===== src/rtl/mode_counter_if.sv =====
// Control, configuration and status bundle for mode_counter.
// The master drives commands and configuration; the slave returns count and status.
interface mode_counter_if #(
    parameter int WIDTH = 8
);
    logic             clear;
    logic             load;
    logic [WIDTH-1:0] load_value;
    logic             enable;
    logic             up;
    logic [1:0]       mode;
    logic [WIDTH-1:0] increment;
    logic [WIDTH-1:0] min_value;
    logic [WIDTH-1:0] max_value;
    logic [WIDTH-1:0] count;
    logic             carry;
    logic             wrap_pulse;
    logic             done;
    logic             dir;
    logic             cfg_err;

    modport master (
        output clear, load, load_value, enable, up, mode,
               increment, min_value, max_value,
        input  count, carry, wrap_pulse, done, dir, cfg_err
    );

    modport slave (
        input  clear, load, load_value, enable, up, mode,
               increment, min_value, max_value,
        output count, carry, wrap_pulse, done, dir, cfg_err
    );
endinterface


===== src/rtl/mode_counter.sv =====
// Runtime-configurable step counter with wrap, saturate, one-shot and bounce
// terminal behaviour, parallel load, synchronous clear and config checking.
module mode_counter #(
    parameter int               WIDTH       = 8,
    parameter logic [WIDTH-1:0] RESET_VALUE = '0
) (
    input  logic          clk,
    input  logic          reset,
    mode_counter_if.slave bus
);

    typedef enum logic [1:0] {
        MODE_WRAP     = 2'd0,
        MODE_SATURATE = 2'd1,
        MODE_ONESHOT  = 2'd2,
        MODE_BOUNCE   = 2'd3
    } mode_e;

    localparam logic [WIDTH-1:0] ONE = {{(WIDTH-1){1'b0}}, 1'b1};

    logic [WIDTH-1:0] count_q, count_d;
    logic             done_q, done_d;
    logic             dir_q, dir_d;
    logic             pulse_q, pulse_d;

    mode_e            mode;
    logic             eff_up;
    logic             cfg_err;
    logic [WIDTH:0]   sum_x;
    logic [WIDTH:0]   floor_x;
    logic             up_cross;
    logic             down_cross;
    logic             crossing;
    logic             step;
    logic [WIDTH-1:0] top_value;
    logic [WIDTH-1:0] clamp_value;
    logic [WIDTH-1:0] start_value;

    assign mode    = mode_e'(bus.mode);
    assign cfg_err = bus.min_value >= bus.max_value;
    assign eff_up  = (mode == MODE_BOUNCE) ? dir_q : bus.up;

    // One extra bit keeps count+increment and min+increment from aliasing.
    assign sum_x      = {1'b0, count_q} + {1'b0, bus.increment};
    assign floor_x    = {1'b0, bus.min_value} + {1'b0, bus.increment};
    assign up_cross   = sum_x >= {1'b0, bus.max_value};
    assign down_cross = {1'b0, count_q} < floor_x;
    assign crossing   = eff_up ? up_cross : down_cross;

    assign step        = bus.enable & ~done_q & ~cfg_err;
    assign top_value   = bus.max_value - ONE;
    assign clamp_value = eff_up ? top_value : bus.min_value;
    assign start_value = eff_up ? bus.min_value : top_value;

    always_comb begin
        // NOTE: every target gets a default first so no path leaves it unassigned and infers a latch.
        count_d = count_q;
        done_d  = done_q;
        dir_d   = dir_q;
        pulse_d = 1'b0;

        if (bus.clear) begin
            count_d = RESET_VALUE;
            done_d  = 1'b0;
            dir_d   = bus.up;
        end else if (bus.load) begin
            count_d = bus.load_value;
            done_d  = 1'b0;
            dir_d   = bus.up;
        end else if (step) begin
            if (!crossing) begin
                count_d = eff_up ? (count_q + bus.increment) : (count_q - bus.increment);
            end else begin
                unique case (mode)
                    MODE_WRAP: begin
                        count_d = start_value;
                        pulse_d = 1'b1;
                    end
                    MODE_SATURATE: begin
                        // A count already parked on the bound produces no repeat pulse.
                        count_d = clamp_value;
                        pulse_d = count_q != clamp_value;
                    end
                    MODE_ONESHOT: begin
                        count_d = start_value;
                        done_d  = 1'b1;
                        pulse_d = 1'b1;
                    end
                    MODE_BOUNCE: begin
                        count_d = clamp_value;
                        dir_d   = ~dir_q;
                        pulse_d = 1'b1;
                    end
                    default: ;
                endcase
            end
        end
    end

    // NOTE: state registers use non-blocking assignments so every flop samples pre-edge values.
    always_ff @(posedge clk or posedge reset) begin
        if (reset) begin
            count_q <= RESET_VALUE;
            done_q  <= 1'b0;
            dir_q   <= 1'b1;
            pulse_q <= 1'b0;
        end else begin
            count_q <= count_d;
            done_q  <= done_d;
            dir_q   <= dir_d;
            pulse_q <= pulse_d;
        end
    end

    assign bus.count      = count_q;
    assign bus.carry      = crossing & ~done_q & ~cfg_err;
    assign bus.wrap_pulse = pulse_q;
    assign bus.done       = done_q;
    assign bus.dir        = eff_up;
    assign bus.cfg_err    = cfg_err;

endmodule


===== src/flat_wrapper.sv =====
// flat-port wrapper written by rule: the top's interface ports become plain ports
module mode_counter_flat 
#(
    parameter int               WIDTH       = 8,
    parameter logic [WIDTH-1:0] RESET_VALUE = '0
)
  (clk, reset, bus_clear, bus_load, bus_load_value, bus_enable, bus_up, bus_mode, bus_increment, bus_min_value, bus_max_value, bus_count, bus_carry, bus_wrap_pulse, bus_done, bus_dir, bus_cfg_err);
  mode_counter_if #(.WIDTH(WIDTH)) bus_i ();
  input  logic clk;
  input  logic reset;
  input wire logic [$bits(bus_i.clear)-1:0] bus_clear;
  input wire logic [$bits(bus_i.load)-1:0] bus_load;
  input wire logic [$bits(bus_i.load_value)-1:0] bus_load_value;
  input wire logic [$bits(bus_i.enable)-1:0] bus_enable;
  input wire logic [$bits(bus_i.up)-1:0] bus_up;
  input wire logic [$bits(bus_i.mode)-1:0] bus_mode;
  input wire logic [$bits(bus_i.increment)-1:0] bus_increment;
  input wire logic [$bits(bus_i.min_value)-1:0] bus_min_value;
  input wire logic [$bits(bus_i.max_value)-1:0] bus_max_value;
  output wire logic [$bits(bus_i.count)-1:0] bus_count;
  output wire logic [$bits(bus_i.carry)-1:0] bus_carry;
  output wire logic [$bits(bus_i.wrap_pulse)-1:0] bus_wrap_pulse;
  output wire logic [$bits(bus_i.done)-1:0] bus_done;
  output wire logic [$bits(bus_i.dir)-1:0] bus_dir;
  output wire logic [$bits(bus_i.cfg_err)-1:0] bus_cfg_err;
  assign bus_i.clear = bus_clear;
  assign bus_i.load = bus_load;
  assign bus_i.load_value = bus_load_value;
  assign bus_i.enable = bus_enable;
  assign bus_i.up = bus_up;
  assign bus_i.mode = bus_mode;
  assign bus_i.increment = bus_increment;
  assign bus_i.min_value = bus_min_value;
  assign bus_i.max_value = bus_max_value;
  assign bus_count = bus_i.count;
  assign bus_carry = bus_i.carry;
  assign bus_wrap_pulse = bus_i.wrap_pulse;
  assign bus_done = bus_i.done;
  assign bus_dir = bus_i.dir;
  assign bus_cfg_err = bus_i.cfg_err;
  mode_counter #(.WIDTH(WIDTH), .RESET_VALUE(RESET_VALUE)) u_core (.clk(clk), .reset(reset), .bus(bus_i));
endmodule

===== config.mk =====
export PLATFORM = sky130hd
export DESIGN_NAME = mode_counter_flat
export DESIGN_NICKNAME = d
export VERILOG_FILES = /design/src/rtl/mode_counter_if.sv /design/src/rtl/mode_counter.sv /design/src/flat_wrapper.sv
export SDC_FILE = /design/constraint.sdc
export NUM_CORES = 1
export LEC_CHECK = 0
export CAP_MARGIN = 20
export CORE_MARGIN = 2
export CORE_UTILIZATION = 25
export DETAILED_ROUTE_END_ITERATION = 8
export SETUP_SLACK_MARGIN = 0.4
export SYNTH_ARGS = -nofsm -noshare
export SYNTH_HDL_FRONTEND = slang
export SYNTH_SLANG_ARGS = --single-unit
export TNS_END_PERCENT = 50

===== constraint.sdc =====
create_clock -name clk -period 6.55 [get_ports clk]
set_clock_uncertainty 0.15 [all_clocks]
set_input_delay 0.655 -clock clk [delete_from_list [all_inputs] [get_ports clk]]
set_output_delay 0.655 -clock clk [all_outputs]
set_load 0.02 [all_outputs]

==> results by group <==
Cells and area
  • Reg area: 277 um^2
  • Commonest non-fill, non-tap cell in the layout: clkdlybuf4s50_1
  • ANT cells: 0
  • Final Cell Area: 3290 um^2
  • Share of layout cells above drive strength 1: 0.0429
  • Final #Nets: 464
  • Syn-to-layout area delta: 27.5%
  • Multi-input gate area: 2150 um^2
  • Most frequent cells in the layout: clkdlybuf4s50_1 (52), ha_1 (47), inv_1 (28)
  • Filler instances: 1105

Synthesis
  • Main flop type after synthesis: dfrtp_1
  • Async SR Flop Fraction: 1.00
  • Post-synth EDFFs: 0
  • Synthesized area per cell: 8.02 um^2
  • Yosys cell types: 56
  • Mapped Nets: 412
  • Top cell type's share of synthesized area: 0.228
  • Synth warn: 0
  • Cell Area, Synth: 2580 um^2
  • Flops & latches, synth: 11
  • Sequential share of the synthesized area: 0.107
  • Post-Synthesis Cells: 322
  • Top cells by area, synth: ha_1 (23%), dfrtp_1 (9.7%), xnor2_1 (7.5%)
  • Cell taking the most area after synthesis: ha_1

Clocking
  • Clk sink count: 11
  • CTS Root Cell: clkbuf_8
  • Clock buffer depth: 2
  • Clock insertion delay at the later pin of the skew report: 0.23 ns
  • H-tree depth: 1
  • TritonCTS clock tree: yes
  • Clock slew at reported path FFs: 0.05 ns
  • CTS Hold Bufs: 0
  • Setup repair bufs after CTS: 0
  • TritonCTS Buffers: 3
  • Post_cts resized: 0

Floorplanning
  • Cell row count: 37
  • # IOs: 53
  • DIE AREA: 11200 um^2
  • Core area: 10200 um^2
  • Die width: 106 um
  • Die span in y: 106 um
  • Initial Util: 0.254

Detailed routing
  • DRT antenna net count: 0
  • Drt total wl: 7.74 mm
  • Vias post-DR: 2504
  • Avg WL per Cell: 15.2 um
  • Initial DRC count: 93
  • Via-to-Cell Ratio: 4.92
  • Post-route DRC: 0
  • Drt first pass iters: 4

GRT
  • First-pass GRT wire length: 12.9 mm
  • Congestion Overflow GR: 0
  • Initial antenna violation count: 0
  • Vias in the first global route: 2659
  • Global-route usage over all layers: 0.142
  • Largest net degree at the start of global routing: 17

Placement
  • Placed cell area: 3240 um^2
  • Gpl congestion: 0.910
  • Port bufs: 52
  • Post-DP HPWL: 6.55 mm
  • Pre-CTS setup slack: 1.21 ns

Critical path
  • Startpoint Class: input port
  • Crit path max fanout: 16
  • R2r setup slk: 2.77 ns
  • Setup CP Type: input port to output pin
  • Worst path required time: 5.74 ns
  • CP arrival: 4.54 ns
  • CP Capture Type: output pin

Timing
  • Period utilisation layout: 0.816
  • Fin. max-slew vios: 0
  • Slew @ Worst Pin: 0.621 ns
  • RSZ-0062 raised after global routing: no
  • Final WS setup: 1.21 ns
  • Slew headroom: 0.575
  • Final hold slack: 0.429 ns
  • Fin. Hold Viols: 0
  • Fmax: 0.187 GHz
  • Setup TNS: 0 ns
  • Final Setup Violations: 0
  • Tmin final: 5.34 ns

Min path
  • Hold Crit Class: flip-flop to flip-flop

Power
  • Switching part of the total: 0.434
  • Total power: 483 uW
  • Peak VDD IR: 0.0670 mV
  • Reg power frac: 0.180
  • Static leakage power: 0.00145 uW
  • Clk pwr share: 0.137
  • Power per cell area: 147 nW/um^2
  • Internal power: 273 uW
  • Part of the power in combinational logic: 0.682
  • Sw Pwr: 210 uW

Status
  • Run status: finished clean

Job
  • Maximum capacitance violations: 0
routing by layer:
layer | track usage | vias up | share of wire
met3 | 0.0198 | 4 | 0.039
met5 | 0 | - | 0
met1 | 0.188 | 1168 | 0.49
li1 | - | 1271 | -
met2 | 0.253 | 61 | 0.47
met4 | 0.0179 | 0 | 0.0052
cells in the mapped netlist (all sizes together), types with 5 or more instances:
cell and instances:
a21oi 25, a22oi 5, a31oi 7, clkbuf 5, dfrtp 10, ha 47
inv 28, mux2i 8, nand2 13, nand2b 5, nor2 24, nor2b 10
nor3 6, o21ai 19, o22ai 5, xnor2 22, xor2 14
path summary, 6_finish.rpt:
kind,from,endpoint,depth (start not counted)
max,bus_min_value[0],bus_carry,15
max reg2reg,u_core.bus.count[1],u_core.bus.count[6],15
min in group asynchronous,reset,u_core.bus.count[7],2
min reg2reg,u_core.bus.done,u_core.bus.done,2
max in group asynchronous,reset,u_core.dir_q,2
min,u_core.bus.done,u_core.bus.done,2
per-stage QoR:
stage / util / cells
5_1_grt: 0.323 / 509
3_3_place_gp: 0.318 / 504
4_1_cts: 0.323 / 508
6_report: 0.323 / 509
3_5_place_dp: 0.318 / 504
2_1_floorplan: - / 322
power by group through the flow:
| stage | Sequential [uW] | Clock (uW) | Combinational (uW) |
|---|---|---|---|
| 6_report | 87.2 | 66.4 | 330 |
| 5_1_grt | 88.3 | 74.7 | 370 |
| 4_1_cts | 87.7 | 69.5 | 330 |
| 3_5_place_dp | 88.6 | 0 | 328 |
| 3_3_place_gp | 88.7 | 0 | 322 |
| 2_1_floorplan | 89.6 | 0 | 222 |
flip-flops by register name (all words and copies together), names as in the netlist:
name and count:
u_core.dir_q 1, u_core.bus.count 8, u_core.bus.wrap_pulse 1, u_core.bus.done 1
worst max-delay path: stages:
cell	delay [ns]
clkdlybuf4s50_1	0.49
ha_1	0.27
fa_1	0.43
a211oi_1	0.24
nor2_1	0.11
o22ai_1	0.17
xor2_1	0.18
ha_1	0.27
and4_1	0.20
o21ai_0	0.08
o211ai_1	0.14
a32oi_2	0.22
buf_4	0.24
nor3b_1	0.21
clkdlybuf4s50_1	0.63
kinds of logic (layout without fill, tap and decap cells):
family	Yosys count	after routing	share of synthesized area
compound gates	98	98	0.258
simple gates	81	81	0.164
fa+ha+maj	50	50	0.251
xor+xnor	36	36	0.122
buf+inv	36	87	0.0591
flops	11	11	0.107
mux	10	10	0.0397
cell type report:
class	count	area share
clock buffers	4	0.0137
inverters	28	0.0319
multi-input cells	275	0.654
flip-flops and latches	11	0.0839
well taps	136	0.0517
repair buffers	55	0.165
(Power assumes the default switching activity.)
